$ cat src/rtl/instr_fetch_unit.sv
// Fetch stage: holds the PC, fetches one instruction per req/ack handshake and presents it to decode.
// Optional MISALIGN_CHECK_EN adds fetch_fault and a terminal fault state for misaligned branch targets.
module instr_fetch_unit #(
  parameter int unsigned     ADDR_WIDTH   = 32,
  parameter int unsigned     DATA_WIDTH   = 32,
  parameter int unsigned     OPCODE_WIDTH = 7,
  parameter logic [ADDR_WIDTH-1:0] RESET_PC = '0
) (
  input  logic                    clk,
  input  logic                    reset,
  output logic                    imem_req,
  output logic [ADDR_WIDTH-1:0]   imem_addr,
  input  logic                    imem_ack,
  input  logic [DATA_WIDTH-1:0]   imem_rdata,
  output logic [DATA_WIDTH-1:0]   instr,
  output logic [OPCODE_WIDTH-1:0] opcode,
  output logic [ADDR_WIDTH-1:0]   instr_pc,
  output logic                    instr_valid,
  input  logic                    instr_ready,
  input  logic                    branch_taken,
  input  logic [ADDR_WIDTH-1:0]   branch_target
`ifdef MISALIGN_CHECK_EN
  ,
  output logic                    fetch_fault
`endif
);

  typedef enum logic [1:0] {
    StIdle,
    StReq,
    StHold
`ifdef MISALIGN_CHECK_EN
    ,
    StFault
`endif
  } state_e;

  state_e                  state_q, state_d;
  logic [ADDR_WIDTH-1:0]   pc_q, pc_d;
  logic [DATA_WIDTH-1:0]   instr_q, instr_d;
  logic [ADDR_WIDTH-1:0]   ipc_q, ipc_d;
  logic                    valid_q, valid_d;
  logic                    req_q, req_d;
  logic                    fault_q, fault_d;
  logic                    retire;
  logic                    misaligned;
  logic [ADDR_WIDTH-1:0]   next_pc;

  assign retire  = valid_q && instr_ready;
  // Taken targets are always word-aligned before they reach the PC.
  assign next_pc = branch_taken ? {branch_target[ADDR_WIDTH-1:2], 2'b00}
                                : pc_q + ADDR_WIDTH'(4);

`ifdef MISALIGN_CHECK_EN
  assign misaligned = branch_taken && (branch_target[1:0] != 2'b00);
`else
  logic unused_target_lsbs;
  assign unused_target_lsbs = ^branch_target[1:0];
  assign misaligned         = 1'b0;
`endif

  always_comb begin
    state_d = state_q;
    pc_d    = pc_q;
    instr_d = instr_q;
    ipc_d   = ipc_q;
    valid_d = valid_q;
    req_d   = req_q;
    fault_d = fault_q;
    case (state_q)
      StIdle: begin
        state_d = StReq;
        req_d   = 1'b1;
      end
      StReq: begin
        if (imem_ack) begin
          instr_d = imem_rdata;
          ipc_d   = pc_q;
          valid_d = 1'b1;
          req_d   = 1'b0;
          state_d = StHold;
        end
      end
      StHold: begin
        if (retire) begin
          valid_d = 1'b0;
`ifdef MISALIGN_CHECK_EN
          if (misaligned) begin
            fault_d = 1'b1;
            state_d = StFault;
          end else begin
            pc_d    = next_pc;
            req_d   = 1'b1;
            state_d = StReq;
          end
`else
          pc_d    = next_pc;
          req_d   = 1'b1;
          state_d = StReq;
`endif
        end
      end
`ifdef MISALIGN_CHECK_EN
      StFault: begin
        req_d   = 1'b0;
        valid_d = 1'b0;
      end
`endif
      default: begin
        state_d = StIdle;
        req_d   = 1'b0;
        valid_d = 1'b0;
      end
    endcase
  end

  always_ff @(posedge clk or negedge reset) begin
    if (!reset) begin
      state_q <= StIdle;
      pc_q    <= RESET_PC;
      instr_q <= '0;
      ipc_q   <= '0;
      valid_q <= 1'b0;
      req_q   <= 1'b0;
      fault_q <= 1'b0;
    end else begin
      state_q <= state_d;
      pc_q    <= pc_d;
      instr_q <= instr_d;
      ipc_q   <= ipc_d;
      valid_q <= valid_d;
      req_q   <= req_d;
      fault_q <= fault_d;
    end
  end

  assign imem_req    = req_q;
  assign imem_addr   = pc_q;
  assign instr       = instr_q;
  assign opcode      = instr_q[OPCODE_WIDTH-1:0];
  assign instr_pc    = ipc_q;
  assign instr_valid = valid_q;

`ifdef MISALIGN_CHECK_EN
  assign fetch_fault = fault_q;
`else
  logic unused_fault;
  assign unused_fault = fault_q ^ misaligned;
`endif

endmodule

$ cat config.mk
export PLATFORM = sky130hd
export DESIGN_NAME = instr_fetch_unit
export DESIGN_NICKNAME = d
export VERILOG_FILES = /design/src/rtl/instr_fetch_unit.sv
export SDC_FILE = /design/constraint.sdc
export NUM_CORES = 1
export LEC_CHECK = 0
export CAP_MARGIN = 0
export CORE_MARGIN = 2
export CORE_UTILIZATION = 40
export CTS_CLUSTER_SIZE = 24
export DETAILED_ROUTE_END_ITERATION = 7
export PLACE_DENSITY = 0.77
export SYNTH_ARGS = -nofsm -noshare
export SYNTH_HDL_FRONTEND = slang
export SYNTH_SLANG_ARGS = --single-unit
export TNS_END_PERCENT = 1
$ cat constraint.sdc
create_clock -name clk -period 1.6 [get_ports clk]
set_input_delay 0.32 -clock clk [delete_from_list [all_inputs] [get_ports clk]]
set_output_delay 0.32 -clock clk [all_outputs]
set_load 0.05 [all_outputs]
==> results.json <==
{
  "synth-warning-count": 0,
  "insertion_delay_ns": 0.38,
  "grt_pass1_wl_um": 20340,
  "synth_seq_cells": 95,
  "area_growth_syn_to_layout_pct": 64.55,
  "p_leak_nw": 3.262,
  "route.detailed.drc": 0,
  "synthCells": 410,
  "cts_root_buf": "clkbuf_8",
  "drt_iter0_drc": 211,
  "finClkSkew_ns": 0.01771,
  "clock-sinks": 95,
  "hold_viol": 0,
  "routed_wirelength_um": 13050,
  "drv_cap": 0,
  "rsz0062_at_grt": "true",
  "netlist_area_um2": 4486,
  "timing.setup.tns_ns": -0.1369,
  "final_cell_mix": "buf_4 (128), dfrtp_1 (84), clkdlybuf4s50_1 (64), mux2_2 (59), buf_12 (42)",
  "pin_count": 174,
  "die_h_um": 109.9,
  "worst_r2r_endpoint": "imem_addr[22]",
  "port_buffers": 167,
  "cp_data_arrival_time_ns": 1.89,
  "numCtsBuffers": 9,
  "grt_max_degree": 43,
  "grtUsageTotal_pct": 21.75,
  "cts_tree": "yes",
  "yosysUniqueCellTypes": 47,
  "start_util_pct": 41.20,
  "crit_required_ns": 1.85,
  "grt_pass1_vias": 4189,
  "layout_setup_ws_ns": -0.04207,
  "drt-pass1-iter-count": 5,
  "synth-async-reset-ratio_pct": 100.0,
  "critical_path.max_fanout": 4,
  "crit_start": "imem_addr[2]",
  "hold_class": "primary input to async pin",
  "pre_cts_ws_ns": -0.2171,
  "violations": "negative setup slack",
  "reg2reg_from": "imem_addr[2]",
  "ff2ff_setup_slack_ns": -0.04,
  "nNetsFinal": 701,
  "fp.dieW_um": 109.9,
  "diodes": 0,
  "rows": 38,
  "overflow": 0,
  "placed_area_um2": 6922,
  "start_kind": "register",
  "whs_ns": 0.3776,
  "ant_nets": 0,
  "drive_above_1_share_pct": 45.13,
  "dp_hpwl_um": 9604,
  "fill_cells": 791,
  "syn_area_per_cell_um2": 10.94,
  "setup_viol": 7,
  "yosys_most_used_dff": "dfrtp_1",
  "final_util_pct": 67.79,
  "period_share_pct": 102.6,
  "num_vias": 4140,
  "synth_edf_count": 0,
  "end_kind": "register",
  "fmax_mhz": 609.0,
  "finalMaxSlewViolations": 0,
  "final_common_cell": "buf_4",
  "reg2regPathDepth": 6,
  "vias_per_cell": 5.335,
  "clock_path_buffers": 2,
  "min_period_ns": 1.642,
  "avgRoutedWirePerCell_um": 16.82,
  "synth-seq-area-share_pct": 53.00,
  "gp_congestion": 0.8736,
  "path_clk_slew_ns": 0.10,
  "h-tree-depth": 3,
  "antenna_found_initial": 0,
  "critical_path_class": "register to register",
  "fin_area_um2": 7381,
  "dieArea_um2": 12080,
  "worst_ir_drop_vdd_v": 0.001494,
  "outcome": "complete, but fails checks",
  "powerDensity_nw_per_um2": 2199,
  "core-area_um2": 10890
}
flip-flops by register name, summed over array words and instances, names as in the netlist:
name         flops
state_q          2
instr_pc        30
instr           32
instr_valid      1
imem_addr       30
layout make-up:
class / count / area (um2) / share of cell area, %
Clock buffer: 9 / 123.9 / 1.678
Clock inverter: 7 / 103.9 / 1.407
Inverter: 4 / 15.01 / 0.2034
Multi-Input combinational cell: 277 / 2024 / 27.43
Sequential cell: 95 / 2391 / 32.40
Tap cell: 140 / 175.2 / 2.373
Timing Repair Buffer: 244 / 2547 / 34.51
cell families after synthesis:
family                   after synthesis  share of synthesized area, %
buffers and inverters                 41                         4.658
flip-flops                            95                         53.00
AO/OA/AOI/OAI                         86                         11.72
adder cells (fa/ha/maj)                1                        0.2789
multiplexers                          65                         16.15
other                                  1                       0.08360
AND/OR/NAND/NOR                      121                         14.11
layer usage:
| metal | wire length (um) | GRT usage (%) | part of all wire (%) |
|---|---|---|---|
| met1 | 5151 | 26.73 | 39 |
| met2 | 6571 | 37.64 | 50 |
| met3 | 1078 | 5.335 | 8.3 |
| met4 | 250 | 6.510 | 1.9 |
| met5 | 0 | 0 | 0 |
worst max path at each step:
stage,to,slack [ns],depth (start not counted)
floorplan,imem_addr[22],-0.33,7
global route,imem_addr[31],-0.14,7
CTS,imem_addr[22],-0.07,6
detailed placement,imem_addr[7],-0.22,6
global placement,imem_addr[12],-0.20,6
finish,imem_addr[22],-0.04,6
report_power, final:
part           total [mW]  internal [mW]  switching (mW)
sequential           4.20           3.46           0.737
combinational        10.2           4.14            6.07
clock                1.82          0.899           0.921
synth_stat cells, drive strengths merged (3+ instances only):
master,n,area share [%]
a21oi,22,2.5
a22oi,6,1.0
and2,3,0.42
and3,7,0.98
and4,4,0.78
buf,19,2.8
clkbuf,18,1.5
dfrtp,95,53
inv,4,0.33
mux2,59,15
mux2i,6,1.3
nand2,29,2.4
nand3,16,1.8
nand4,10,1.7
nor2,21,1.8
nor2b,4,0.56
nor3,13,1.5
nor4,6,0.84
o21ai,33,3.7
o22ai,6,0.84
repair_timing:
action / CTS / global route
pin swaps: 5 / 14
gates resized for setup: 13 / 24
hold buffers: 1 / 0
hold endpoints to repair: 20 / 0
setup buffers: 0 / 12
setup endpoints to repair: 13 / 22
critical path: stages (launching register included):
cell	delay [ns]
dfrtp_2	0.40
ha_4	0.13
and2_4	0.17
nand4_4	0.11
or3_4	0.37
o32ai_2	0.22
a22oi_1	0.11
stage by stage:
stage          cells  total power, mW
2_1_floorplan    413            10.01
3_5_place_dp     747            14.20
3_3_place_gp     747            13.95
4_1_cts          764            16.10
6_report         776            16.23
5_1_grt          776            16.96
Power figures use the tool's default switching activity.
